`src/rtl/product_bcd_conv.sv`:
```
// Captures the multiplier product on the rising edge of its done flag and converts it
// to packed BCD with a bit-serial shift-add-3 (double dabble), one bit per clock.
module product_bcd_conv #(
    parameter int WIDTH  = 16,
    parameter int DIGITS = 5
) (
    input  logic                  clk,
    input  logic                  aclr_n,
    input  logic                  done_flag,
    input  logic [WIDTH-1:0]      product_in,
    output logic                  busy,
    output logic [4*DIGITS-1:0]   bcd_out,
    output logic                  bcd_valid,
    output logic                  bcd_strobe
);

    localparam int BW = 4 * DIGITS;
    localparam int CW = (WIDTH > 1) ? $clog2(WIDTH) : 1;

    typedef enum logic {
        IDLE,
        CONV
    } state_t;

    state_t            state;
    state_t            state_next;
    logic              done_d;
    logic [CW-1:0]     count;
    logic [WIDTH-1:0]  bin_sr;
    logic [BW-1:0]     bcd_acc;
    logic [BW-1:0]     bcd_adj;
    logic              trigger;
    logic              last_step;

    // Only a fresh rising edge of the level done flag starts a conversion.
    assign trigger   = done_flag & ~done_d;
    assign last_step = (count == CW'(WIDTH - 1));

    // Per-digit add-3 correction; a digit never exceeds 9 after the shift, so no carry out.
    always_comb begin
        bcd_adj = bcd_acc;
        for (int d = 0; d < DIGITS; d++) begin
            if (bcd_acc[4*d +: 4] >= 4'd5) begin
                bcd_adj[4*d +: 4] = bcd_acc[4*d +: 4] + 4'd3;
            end
        end
    end

    always_comb begin
        state_next = state;
        case (state)
            IDLE:    if (trigger)   state_next = CONV;
            CONV:    if (last_step) state_next = IDLE;
            default: state_next = IDLE;
        endcase
    end

    always_ff @(posedge clk or negedge aclr_n) begin
        if (!aclr_n) begin
            state      <= IDLE;
            done_d     <= 1'b0;
            count      <= '0;
            bin_sr     <= '0;
            bcd_acc    <= '0;
            bcd_out    <= '0;
            busy       <= 1'b0;
            bcd_valid  <= 1'b0;
            bcd_strobe <= 1'b0;
        end else begin
            state      <= state_next;
            done_d     <= done_flag;
            bcd_strobe <= 1'b0;
            case (state)
                IDLE: begin
                    if (trigger) begin
                        bin_sr    <= product_in;
                        bcd_acc   <= '0;
                        count     <= '0;
                        busy      <= 1'b1;
                        bcd_valid <= 1'b0;
                    end
                end
                CONV: begin
                    {bcd_acc, bin_sr} <= {bcd_adj[BW-2:0], bin_sr, 1'b0};
                    count             <= count + CW'(1);
                    // The final shift goes straight to the output register.
                    if (last_step) begin
                        bcd_out    <= {bcd_adj[BW-2:0], bin_sr[WIDTH-1]};
                        bcd_valid  <= 1'b1;
                        bcd_strobe <= 1'b1;
                        busy       <= 1'b0;
                    end
                end
                default: ;
            endcase
        end
    end

endmodule

```
`config.mk`:
```
export PLATFORM = sky130hd
export DESIGN_NAME = product_bcd_conv
export DESIGN_NICKNAME = d
export VERILOG_FILES = /design/src/rtl/product_bcd_conv.sv
export SDC_FILE = /design/constraint.sdc
export NUM_CORES = 1
export LEC_CHECK = 0
export CAP_MARGIN = 20
export CELL_PAD_IN_SITES_DETAIL_PLACEMENT = 1
export CELL_PAD_IN_SITES_GLOBAL_PLACEMENT = 2
export CORE_MARGIN = 4
export CORE_UTILIZATION = 38
export CTS_CLUSTER_SIZE = 40
export DETAILED_ROUTE_END_ITERATION = 8
export GPL_TIMING_DRIVEN = 0
export PLACE_DENSITY = 0.85
export SYNTH_ARGS = -nofsm -noshare
export SYNTH_HDL_FRONTEND = slang
export SYNTH_SLANG_ARGS = --single-unit
```
`constraint.sdc`:
```
create_clock -name clk -period 3 [get_ports clk]
set_input_delay 0.45 -clock clk [delete_from_list [all_inputs] [get_ports clk]]
set_output_delay 0.45 -clock clk [all_outputs]
set_load 0.05 [all_outputs]
```
==> flow_summary.toml, run 1 <==
[status]
status = "finished, final reports clean"

[synthesis]
netlist_area_um2 = 3050
yosys_most_used_dff = "dfrtp_1"
synth-seq-cells = 65
yosys.area_share.adder = 0.04512
yosys_warnings = 0
synth.distinct_cells = 28
synthArstFlopShare = 1.000
muxShareOfSynthArea = 0.1189
synthCells = 273
synth_seq_area_share = 0.5332
synth-compound-area-share = 0.1321
yosys.area_share.simple = 0.1075
synth_edf_count = 0
avgSynthCellArea_um2 = 11.17
syn_nets = 303
synth_xor_area_frac = 0.02010
synth_top_family_by_area = "compound AO/OA/AOI/OAI gates"

[timing]
worst_slew_pin_slew_ns = 0.8096
slew_violations = 0
fmaxAchievable_mhz = 504.3
holdWs_ns = 0.2047
setup_slack_ns = 1.017
fin_crit_ns = 1.983
relSlewSlack = 0.4603
rsz0062_at_grt = "false"
setup_viol = 0
period_share = 0.6610
hold_viol = 0
skew_ns = 0.007880

[setup_path]
end_kind = "output port"
path_max_fanout = 2
crit_chain = "clkdlybuf4s50_1"
r2r-start = "count[0]$_DFFE_PN0P_"
critPathKind = "register to output port"
worst_path_dominant_cell_family = "buffers and inverters"
critical_path.startpoint_type = "register"
max_stage_delay_ns = 0.82
crit_slowest_cell = "clkdlybuf4s50_1"
cp_data_arrival_time_ns = 1.53
crit_start = "bcd_out[17]$_DFFE_PN0P_"
critPathBufInv = 1
worstPathRequired_ns = 2.55

[pwr]
p_switching_mw = 1.833
ir_drop_mv = 0.3607
p_int_mw = 2.545
sw_frac_of_total = 0.4187
powerDensity_nw_per_um2 = 1158
seqPwrFrac = 0.354
comb_power_share = 0.476
cellLeakagePower_nw = 1.706
power_frac_clock = 0.170

[floorplanning]
start_util = 0.3927
core-area_um2 = 7767
die_y_um = 97.60
ios = 42
num_rows = 32
die_area_um2 = 9525
fp.dieW_um = 97.60

[clocking]
cts_resized = 0
htreeDepth = 3
clock_latency_ns = 0.34
holdBufCountCts = 0
cts_tree = "built"
clk_path_buf_depth = 2
clk_pin_slew_worst_paths_ns = 0.07
cts_setup_buffers = 0
cts_sinks = 65
clockRootBuffer = "clkbuf_8"
cts_buffers = 9

[route]
drtIter0Drc = 49
postRouteAntennaNets = 0
wl_mm = 6.668
vias_per_cell = 5.093
num_vias = 2195
drc = 0
post_drt_wl_per_cell_um = 15.47
drtPass1Iterations = 4

[global_routing]
grt_max_degree = 66
grt_usage = 0.1464
grt_pass1_wl_mm = 11.30
grt_overflow = 0
antenna_found_initial = 0
grt_pass1_vias = 2271

[final_layout]
fin_area_um2 = 3781
antennaDiodeCount = 0
area_delta_synth_final_pct = 23.95
final_util = 0.4868
final_cell_mix = "dfrtp_1, nand2_1, clkdlybuf4s50_1"
drive_gt1_frac = 0.1368
final_nets = 355
final_cells = 431
final_common_cell = "dfrtp_1"
fill_cells = 870

[placement]
io_buffers = 41
routabilityCongestion = 0.7628
dp.cells = 416
placed_cell_area_um2 = 3586
dp_hpwl_mm = 4.733
place_ws_ns = 1.129

[worst_hold_path]
hold_path.class = "input pin to async pin"

[run]
maxCapViolations = 0
synth_stat cells (3+ instances only):
master	instances	area, um^2
mux2_4	7	105.1
inv_1	11	41.29
buf_2	3	15.01
mux2i_1	19	190.2
nor3b_1	6	45.04
buf_4	4	30.03
o21ai_1	8	40.04
a21oi_2	5	43.79
nand2b_1	9	56.30
a21oi_1	7	35.03
ha_1	11	137.6
mux2_2	6	67.56
xnor2_1	5	43.79
a22o_1	12	105.1
clkbuf_1	5	18.77
dfrtp_1	65	1627
nand3_1	7	35.03
nand2_1	40	150.1
o21ai_0	33	165.2
flip-flops by register name, indices dropped and copies added, names as in the netlist:
register and flops:
count 4, bcd_acc 20, done_d 1, bcd_strobe 1, bcd_valid 1, bin_sr 16
bcd_out 20, state 1, busy 1
cell type report:
| type | instances | area, um^2 | share of cell area |
|---|---|---|---|
| Sequential cell | 65 | 1627 | 0.4302 |
| Multi-Input combinational cell | 183 | 1292 | 0.3418 |
| Timing Repair Buffer | 41 | 407.9 | 0.1079 |
| Clock buffer | 12 | 155.1 | 0.04103 |
| Tap cell | 102 | 127.6 | 0.03375 |
| Buffer | 13 | 83.83 | 0.02217 |
| Inverter | 12 | 47.55 | 0.01257 |
| Clock inverter | 3 | 40.04 | 0.01059 |
final timing paths:
path,endpoint,slack (ns),depth (start not counted)
max reg2reg,bcd_out[14]$_DFFE_PN0P_,1.42,5
max,bcd_out[17],1.02,1
min in group clk,bcd_out[0]$_DFFE_PN0P_,0.48,2
min,bcd_acc[8]$_DFFE_PN0P_,0.20,1
min reg2reg,bcd_out[0]$_DFFE_PN0P_,0.48,2
max in group asynchronous,bin_sr[3]$_DFFE_PN0P_,2.26,1
stage by stage:
stage,setup TNS (ns),power [mW]
after global placement,-48.91,3.597
after global routing,0,4.699
final,0,4.378
after CTS,0,4.449
after floorplan,0,3.034
after detailed placement,0,3.684
cell families after synthesis:
family | count (synthesis)
XOR/XNOR | 7
AND/OR/NAND/NOR | 66
adder cells (fa/ha/maj) | 11
flip-flops | 65
buffers and inverters | 25
multiplexers | 32
AO/OA/AOI/OAI | 67
routing by layer:
layer,vias up,wire length [um],GRT usage
li1,1045,-,-
met1,1096,3123,0.1890
met2,46,3198,0.2404
met3,8,263,0.04235
met4,0,82,0.03940
met5,-,0,0
power groups by stage:
stage / Sequential (mW) / Combinational, mW / Clock [mW]
floorplan: 1.99 / 1.04 / 0
global placement: 1.55 / 2.05 / 0
detailed placement: 1.57 / 2.12 / 0
CTS: 1.56 / 2.12 / 0.769
global route: 1.61 / 2.28 / 0.811
finish: 1.55 / 2.08 / 0.744
Note: power is estimated with default switching activity, not from simulation.
==> run 2: changes to the inputs <==
CORE_UTILIZATION = 36   (was 38)
PLACE_DENSITY = 0.82   (was 0.85)
clock period = 2.05 ns   (was 3 ns; I/O delays follow)
==> flow_summary.toml, run 2 (same netlist as run 1, synthesis figures left out) <==
[status]
status = "finished, final reports clean"

[global_routing]
grt_pass1_vias = 2373
grt_max_degree = 66
grt_pass1_wl_mm = 11.54
grt_overflow = 0
grt_usage = 0.1458
antenna_found_initial = 0

[timing]
setup_slack_ns = 0.2144
rsz0062_at_grt = "false"
hold_viol = 0
skew_ns = 0.01073
setup_viol = 0
slew_violations = 0
relSlewSlack = 0.4404
period_share = 0.8954
worst_slew_pin_slew_ns = 0.8393
fmaxAchievable_mhz = 544.8
fin_crit_ns = 1.836

[pwr]
powerDensity_nw_per_um2 = 1727
cellLeakagePower_nw = 1.714
total_power_mw = 6.588
ir_drop_mv = 0.4516

[floorplanning]
die_area_um2 = 10010
ios = 42
start_util = 0.3713
core-area_um2 = 8217
num_rows = 33
die_y_um = 100.1
fp.dieW_um = 100.1

[setup_path]
path_max_fanout = 2
worst_path_dominant_cell_family = "buffers and inverters"
worstPathRequired_ns = 1.74
critical_path.startpoint_type = "register"
cp_data_arrival_time_ns = 1.53
max_stage_delay_ns = 0.81
critPathBufInv = 1
crit_slowest_cell = "clkdlybuf4s50_1"
crit_chain = "clkdlybuf4s50_1"
critPathKind = "register to output port"
end_kind = "output port"

[clocking]
cts_resized = 0
cts_tree = "built"
clock_latency_ns = 0.34
holdBufCountCts = 0
htreeDepth = 3
cts_sinks = 65
cts_buffers = 9
clk_path_buf_depth = 2
clockRootBuffer = "clkbuf_8"
cts_setup_buffers = 0
clk_pin_slew_worst_paths_ns = 0.08

[final_layout]
reg.largest.list = "bcd_acc: 20 flops, bcd_out: 20 flops, bin_sr: 16 flops"
drive_gt1_frac = 0.1307
final_common_cell = "dfrtp_1"
fin_area_um2 = 3815
antennaDiodeCount = 0
final_cell_mix = "dfrtp_1, nand2_1, clkdlybuf4s50_1"
area_delta_synth_final_pct = 25.06
final_nets = 355

[route]
vias_per_cell = 5.007
post_drt_wl_per_cell_um = 15.54
drtIter0Drc = 60
postRouteAntennaNets = 0
num_vias = 2173
wl_mm = 6.743
drtPass1Iterations = 4
drc = 0

[placement]
io_buffers = 41
dp_hpwl_mm = 4.657
placed_cell_area_um2 = 3590
place_ws_ns = 0.3249
routabilityCongestion = 0.7118

[worst_hold_path]
hold_path.class = "input pin to async pin"

[run]
maxCapViolations = 0
## run 2: cell types whose count changed in the layout (fill, tap and decap cells not counted), sizes merged
cell	before	now
clkinv	2	0
bufinv	1	3
## run 2: final timing paths
path,startpoint,endpoint,slack (ns),depth (start not counted)
worst max register to register,count[0]$_DFFE_PN0P_,bcd_out[14]$_DFFE_PN0P_,0.43,5
min in group clk,bcd_out[16]$_DFFE_PN0P_,bcd_out[16]$_DFFE_PN0P_,0.48,2
worst min-delay path,aclr_n,bcd_strobe$_DFF_PN0_,0.05,1
max in group asynchronous,aclr_n,bin_sr[12]$_DFFE_PN0P_,1.42,1
worst min register to register,bcd_out[16]$_DFFE_PN0P_,bcd_out[16]$_DFFE_PN0P_,0.48,2
worst max-delay path,bcd_out[3]$_DFFE_PN0P_,bcd_out[3],0.21,1
## run 2: worst reg2reg max path: cells and delay by family, from the launching register on
family	cells	cell delay [ns]
muxes	1	0.30
adders and majority gates	1	0.25
DFF	1	0.39
buffers and inverters	2	0.34
and+or+nand+nor	1	0.23
## run 2: per-stage QoR
stage	util	instances	hold slack (ns)	TNS, ns
finish	0.4643	434	0.05406	0
global route	0.4643	434	0.1458	0
CTS	0.4643	434	0.09579	0
detailed placement	0.4369	419	0.4704	0
global placement	0.4372	419	0.4660	-105.00
floorplan	-	273	0.01191	0
## run 2: per-layer routing
metal / GRT usage / share of wire
met3: 0.02710 / 0.036
met2: 0.2360 / 0.47
met1: 0.1958 / 0.48
met4: 0.05285 / 0.015
met5: 0 / 0
## run 2: cell type report
type,instances,area (um^2)
multi-input combinational,183,1292
buffer,13,83.83
clock buffer,12,135.1
sequential,65,1627
inverter,12,47.55
timing repair buffer,41,407.9
tap,105,131.4
clock inverter,3,90.09
fill,896,4402
## run 2: report_power, final
part	total, mW	internal (mW)	switching [mW]
combinational	3.05	1.28	1.76
sequential	2.25	1.83	0.426
clock	1.29	0.804	0.486
total	6.59	3.91	2.68
==> run 3: changes to the inputs <==
ABC_CLOCK_PERIOD_IN_PS = 2050   (was not set)
==> results of run 3 <==
Same layout as run 2: the final DEF is identical, and so are final timing and power.
